$ cat src/rtl/adc_avg_sequencer.sv
// Drives the serial ADC reader through 2^avg_log2 toggle-handshake conversions and publishes
// the per-channel mean. Define ADC_TIMEOUT_EN to add a per-conversion watchdog.
module adc_avg_sequencer #(
    parameter int unsigned NCH         = 8,
    parameter int unsigned DW          = 16,
    parameter int unsigned MAX_LOG2    = 7,
    parameter int unsigned TIMEOUT_CYC = 4096
) (
    input  logic              clk,
    input  logic              rst,
    input  logic              req,
    input  logic [2:0]        avg_log2,
    output logic              busy,
    output logic              done,
    output logic              err,
    output logic              adc_start,
    input  logic              adc_finish,
    input  logic [NCH*DW-1:0] adc_data,
    output logic [NCH*DW-1:0] avg_out
);

    localparam int unsigned AW = DW + MAX_LOG2;
    localparam int unsigned CW = MAX_LOG2 + 1;

    typedef enum logic [2:0] {StIdle, StIssue, StWait, StAccum, StDone} state_e;

    state_e            state_q, state_d;
    logic [2:0]        log2_q, log2_d;
    logic [CW-1:0]     cnt_q, cnt_d;
    logic [AW-1:0]     acc_q [NCH];
    logic [AW-1:0]     acc_d [NCH];
    logic [AW-1:0]     sum   [NCH];
    logic              start_q, start_d;
    logic              err_q, err_d;
    logic [NCH*DW-1:0] avg_q, avg_d;
    logic [2:0]        log2_clamped;
    logic [CW-1:0]     n_target;
    logic              last_sample;
    logic              wd_expired;

    assign log2_clamped = (avg_log2 >= 3'(MAX_LOG2)) ? 3'(MAX_LOG2) : avg_log2;
    assign n_target     = CW'(1) << log2_q;
    assign last_sample  = (cnt_q + CW'(1)) == n_target;

    always_comb begin
        for (int i = 0; i < NCH; i++) begin
            sum[i] = acc_q[i] + AW'(adc_data[i*DW +: DW]);
        end
    end

`ifdef ADC_TIMEOUT_EN
    localparam int unsigned WDW = 13;

    logic [WDW-1:0] wd_q, wd_d;

    // Only WAIT advances the watchdog, so every entry into WAIT starts from zero.
    always_comb begin
        wd_d = '0;
        if (state_q == StWait) begin
            wd_d = wd_q + WDW'(1);
        end
    end

    always_ff @(posedge clk) begin
        if (rst) begin
            wd_q <= '0;
        end else begin
            wd_q <= wd_d;
        end
    end

    assign wd_expired = (wd_q == WDW'(TIMEOUT_CYC - 1));
`else
    assign wd_expired = 1'b0;
`endif

    always_comb begin
        state_d = state_q;
        log2_d  = log2_q;
        cnt_d   = cnt_q;
        start_d = start_q;
        err_d   = err_q;
        avg_d   = avg_q;
        for (int i = 0; i < NCH; i++) begin
            acc_d[i] = acc_q[i];
        end

        unique case (state_q)
            StIdle: begin
                if (req) begin
                    log2_d = log2_clamped;
                    cnt_d  = '0;
                    err_d  = 1'b0;
                    for (int i = 0; i < NCH; i++) begin
                        acc_d[i] = '0;
                    end
                    state_d = StIssue;
                end
            end
            StIssue: begin
                start_d = ~start_q;
                state_d = StWait;
            end
            StWait: begin
                if (adc_finish == start_q) begin
                    state_d = StAccum;
                end else if (wd_expired) begin
                    // Matching start to finish parks the reader; avg_out keeps its old value.
                    start_d = adc_finish;
                    err_d   = 1'b1;
                    state_d = StDone;
                end
            end
            StAccum: begin
                cnt_d = cnt_q + CW'(1);
                for (int i = 0; i < NCH; i++) begin
                    acc_d[i] = sum[i];
                end
                if (last_sample) begin
                    // Publish from the final sum so avg_out is valid while done is high.
                    for (int i = 0; i < NCH; i++) begin
                        avg_d[i*DW +: DW] = DW'(sum[i] >> log2_q);
                    end
                    state_d = StDone;
                end else begin
                    state_d = StIssue;
                end
            end
            StDone: begin
                state_d = StIdle;
            end
            default: begin
                state_d = StIdle;
            end
        endcase
    end

    always_ff @(posedge clk) begin
        if (rst) begin
            state_q <= StIdle;
            log2_q  <= '0;
            cnt_q   <= '0;
            start_q <= 1'b0;
            err_q   <= 1'b0;
            avg_q   <= '0;
            for (int i = 0; i < NCH; i++) begin
                acc_q[i] <= '0;
            end
        end else begin
            state_q <= state_d;
            log2_q  <= log2_d;
            cnt_q   <= cnt_d;
            start_q <= start_d;
            err_q   <= err_d;
            avg_q   <= avg_d;
            for (int i = 0; i < NCH; i++) begin
                acc_q[i] <= acc_d[i];
            end
        end
    end

    assign busy      = (state_q != StIdle);
    assign done      = (state_q == StDone);
    assign err       = err_q;
    assign adc_start = start_q;
    assign avg_out   = avg_q;

endmodule
$ cat config.mk
export PLATFORM = sky130hd
export DESIGN_NAME = adc_avg_sequencer
export DESIGN_NICKNAME = d
export VERILOG_FILES = /design/src/rtl/adc_avg_sequencer.sv
export SDC_FILE = /design/constraint.sdc
export NUM_CORES = 1
export LEC_CHECK = 0
export BUFFER_PORTS_ARGS = -buffer_cell sky130_fd_sc_hd__buf_2
export CAP_MARGIN = 20
export CORE_MARGIN = 2
export CORE_UTILIZATION = 50
export CTS_BUF_LIST = sky130_fd_sc_hd__clkbuf_16
export CTS_CLUSTER_SIZE = 8
export DETAILED_ROUTE_END_ITERATION = 8
export PLACE_DENSITY = 0.72
export SLEW_MARGIN = 20
export SYNTH_ARGS = -nofsm -noshare
export SYNTH_HDL_FRONTEND = slang
export SYNTH_SLANG_ARGS = --single-unit
$ cat constraint.sdc
create_clock -name clk -period 3.1 [get_ports clk]
set_input_delay 0.31 -clock clk [delete_from_list [all_inputs] [get_ports clk]]
set_output_delay 0.31 -clock clk [all_outputs]
set_load 0.01 [all_outputs]
==> summary.md <==
| Metric | Value |
|---|---|
| First-pass GRT wire length | `139000 um` |
| Min Hold Slack | `0.152 ns` |
| Initial DRT Pass Iterations | `6` |
| Synth Instances | `3328` |
| Via count | `27500` |
| GPL Wtd Cong | `0.937` |
| Share of layout cells above drive strength 1 | `22.1%` |
| GRT overflow | `0` |
| Post-Route WL | `90300 um` |
| Clock buffer count from CTS | `47` |
| Reg2reg setup slack | `0.02 ns` |
| Drt wl/cell | `20.8 um` |
| Switching Fraction | `32.8%` |
| Flops & latches, synth | `327` |
| WHS Path Cells | `4` |
| Worst-path maximum fanout | `3` |
| Clk sinks | `327` |
| Logic gate share of total power | `26.4%` |
| Number of non-filler instances in the completed layout | `4338` |
| Initial core utilization | `50.3%` |
| Final number of max-transition violations | `0` |
| Vias in the first global route | `25300` |
| Sequential Power Share | `35.5%` |
| Clock power frac | `38.1%` |
| Boundary Pins | `267` |
| Critical path class | `reg2reg` |
| Post-DP HPWL | `61800 um` |
| Slew headroom | `32.3%` |
| Register area share after synthesis | `25.5%` |
| GRT Util Overall | `32.3%` |
| Psw | `4070 uW` |
| NumNets Final | `3920` |
| Worst hold path endpoint | `acc_q[1][0]` |
| Synth cell types | `106` |
| Worst-path clk slew | `0.05 ns` |
| Area contributors post-synth | `dfxtp_1 (25%), ha_1 (6.3%), a21oi_1 (6.1%), nor2_1 (5.5%), nand2_1 (5.0%)` |
| 1st-iter DRT viols | `2736` |
| Syn_nets | `3600` |
| Critical Path Start Type | `register` |
| Max-Cap Viols | `0` |
| FF/Latch Area | `0.00656 sq mm` |
| Critical Path Source | `acc_q[1][69]` |
| Num rows | `83` |
| Core area | `0.0511 sq mm` |
| Insertion delay of the later-clocked pin in the worst-skew pair | `0.58 ns` |
| Die area | `0.0532 sq mm` |
| Cell leakage power | `0.0131 uW` |
| Final hold violation count | `0` |
| Dpl ws | `-0.201 ns` |
| Worst EP required | `3.57 ns` |
| Setup WS post-layout | `0.0235 ns` |
| Post-route ant nets | `0` |
| YS warnings | `0` |
| CTS Buffer Depth | `3` |
| Pwr Total | `12400 uW` |
| FF-to-FF End | `avg_out[127]` |
| Pin count of the biggest net entering global routing | `142` |
| Clock Skew | `0.0165 ns` |
| Hold Startpoint | `adc_data[64]` |
| Area of the multi-input gates | `0.0184 sq mm` |
| Status | `finished clean` |
| CP arrival | `3.54 ns` |
| Area growth, synth to finish | `20.1%` |
| Final setup violation count | `0` |
| Reg2reg start | `acc_q[1][69]` |
| Syn Area/Cell | `7.72 sq um` |
| Core Util, Final | `60.3%` |
| Initial antenna violation count | `0` |
| CTS tree | `done` |
| Slew @ Worst Pin | `1.01 ns` |
| Async SR Flop Fraction | `0%` |
| Int Pwr | `8320 uW` |
| Reg2reg path depth | `12` |
| RSZ-0062 raised after global routing | `true` |
| CP Capture Type | `register` |
| Filler cells | `4636` |
| HP Class | `in2reg` |
| EDFF count, synth | `0` |
| Synth Flop Type | `dfxtp_1` |
| H-tree depth | `2` |
| Fmax | `325 MHz` |
| Die Wd | `231 um` |
| Cell taking the most area after synthesis | `dfxtp_1` |
| Die Ht | `231 um` |
| I/O Buffers | `265` |
| Max VDD drop | `0.000419 V` |
| Period Utilization, post-route | `99.2%` |
| Pwr dens | `402 mW/mm^2` |
| DRC | `0` |
| Fin crit period | `3.08 ns` |
| # diodes | `0` |
| Root buf cell | `clkbuf_16` |
| Routed vias/inst | `6.35` |
| Top-area cell type share of the netlist area | `25.5%` |
| Dpl cells | `4259` |
| Synthesized area | `0.0257 sq mm` |
-- sequential cells by signal, summed over array words and instances, names as in the netlist --
signal     cells
acc_q        184
avg_out      128
cnt_q          8
log2_q         3
state_q        3
adc_start      1
-- kinds of logic (layout without fill, tap and decap cells) --
| group | count (synthesis) | after routing | synth area share [%] |
|---|---|---|---|
| buf+inv | 305 | 635 | 4.84 |
| simple gates | 1131 | 1131 | 20.0 |
| compound gates | 1119 | 1119 | 29.1 |
| other cells | 1 | 1 | 0.0146 |
| flops | 327 | 327 | 25.5 |
| xor+xnor | 161 | 161 | 5.52 |
| mux | 147 | 147 | 8.13 |
| fa+ha+maj | 137 | 137 | 6.91 |
-- cells in the mapped netlist (all sizes together), types with 77 or more instances --
library cell	instances
nor3	83
a21oi	316
nor2	380
dfxtp	327
a211oi	78
clkbuf	195
nand2	342
mux2i	77
nand3	134
a22oi	81
ha	129
xnor2	99
o21ai	202
-- power groups by stage --
stage	combinational [uW]	clock [uW]	sequential (uW)
global placement	3080	0	4480
CTS	3130	4790	4390
detailed placement	3110	0	4480
finish	3270	4720	4400
global route	3510	4960	4400
floorplan	2030	0	4460
-- cell type report --
| class | instances | share of cell area, % |
|---|---|---|
| clock buffers | 49 | 3.98 |
| clock inverters | 10 | 0.122 |
| inverters | 37 | 0.483 |
| multi-input cells | 2696 | 59.7 |
| flip-flops and latches | 327 | 21.3 |
| well taps | 680 | 2.76 |
| repair buffers | 539 | 11.7 |
-- metrics by stage --
step | instance area [sq um] | TNS (ns)
after floorplan | 25700 | 0
after global placement | 28900 | -1.37
after detailed placement | 28900 | -2.49
after CTS | 30200 | 0
after global routing | 30800 | -0.404
final | 30800 | 0
-- layout by cell type, fill, tap and decap left out, drive strengths merged, types with 18 or more instances in the layout --
master    n
buf     533
nor2    380
nand2   342
dfxtp   327
a21oi   316
o21ai   202
nand3   134
ha      129
xnor2    99
nor3     83
a22oi    81
a211oi   78
mux2i    77
xor2     62
a21o     53
clkbuf   52
mux4     47
a31oi    46
inv      45
and3     40
o211ai   40
o21a     31
or3      30
and2     24
mux2     23
a311oi   22
o22ai    21
a211o    20
nand4    20
a221o    19
a221oi   18
-- metal layers --
| layer | vias up | global-route usage, % | part of all wire, % |
|---|---|---|---|
| li1 | 13000 | - | - |
| met1 | 13000 | 43.5 | 42 |
| met2 | 1272 | 51.3 | 44 |
| met3 | 240 | 5.19 | 9.4 |
| met4 | 0 | 13.4 | 4.3 |
| met5 | - | 0 | 0 |
-- repair_timing --
| action | CTS | global route |
|---|---|---|
| endpoints found under the hold margin | 3 | 0 |
| gates cloned | 0 | 2 |
| hold buffers | 3 | 0 |
| setup buffers | 1 | 14 |
| gates resized for setup | 5 | 110 |
| pin swaps | 2 | 33 |
| setup endpoints to repair | 8 | 92 |
-- worst max path at each step --
stage / to / slack (ns)
CTS: avg_out[95] / 0.002
global route: avg_out[127] / -0.08
global placement: avg_out[93] / -0.15
floorplan: avg_out[76] / 0.005
detailed placement: avg_out[76] / -0.20
finish: avg_out[127] / 0.02
-- worst max-delay path, cell delays in order (launching register included) --
cell and delay, ns:
dfxtp_2 0.32, ha_2 0.17, fa_2 0.34, a211o_1 0.33
a21oi_2 0.21, o21ai_2 0.09, o211ai_1 0.35, buf_4 0.21
a211oi_1 0.07, a211oi_1 0.22, a311oi_1 0.07, a32o_1 0.29
a311o_1 0.31
Note: power is estimated with default switching activity, not from simulation.
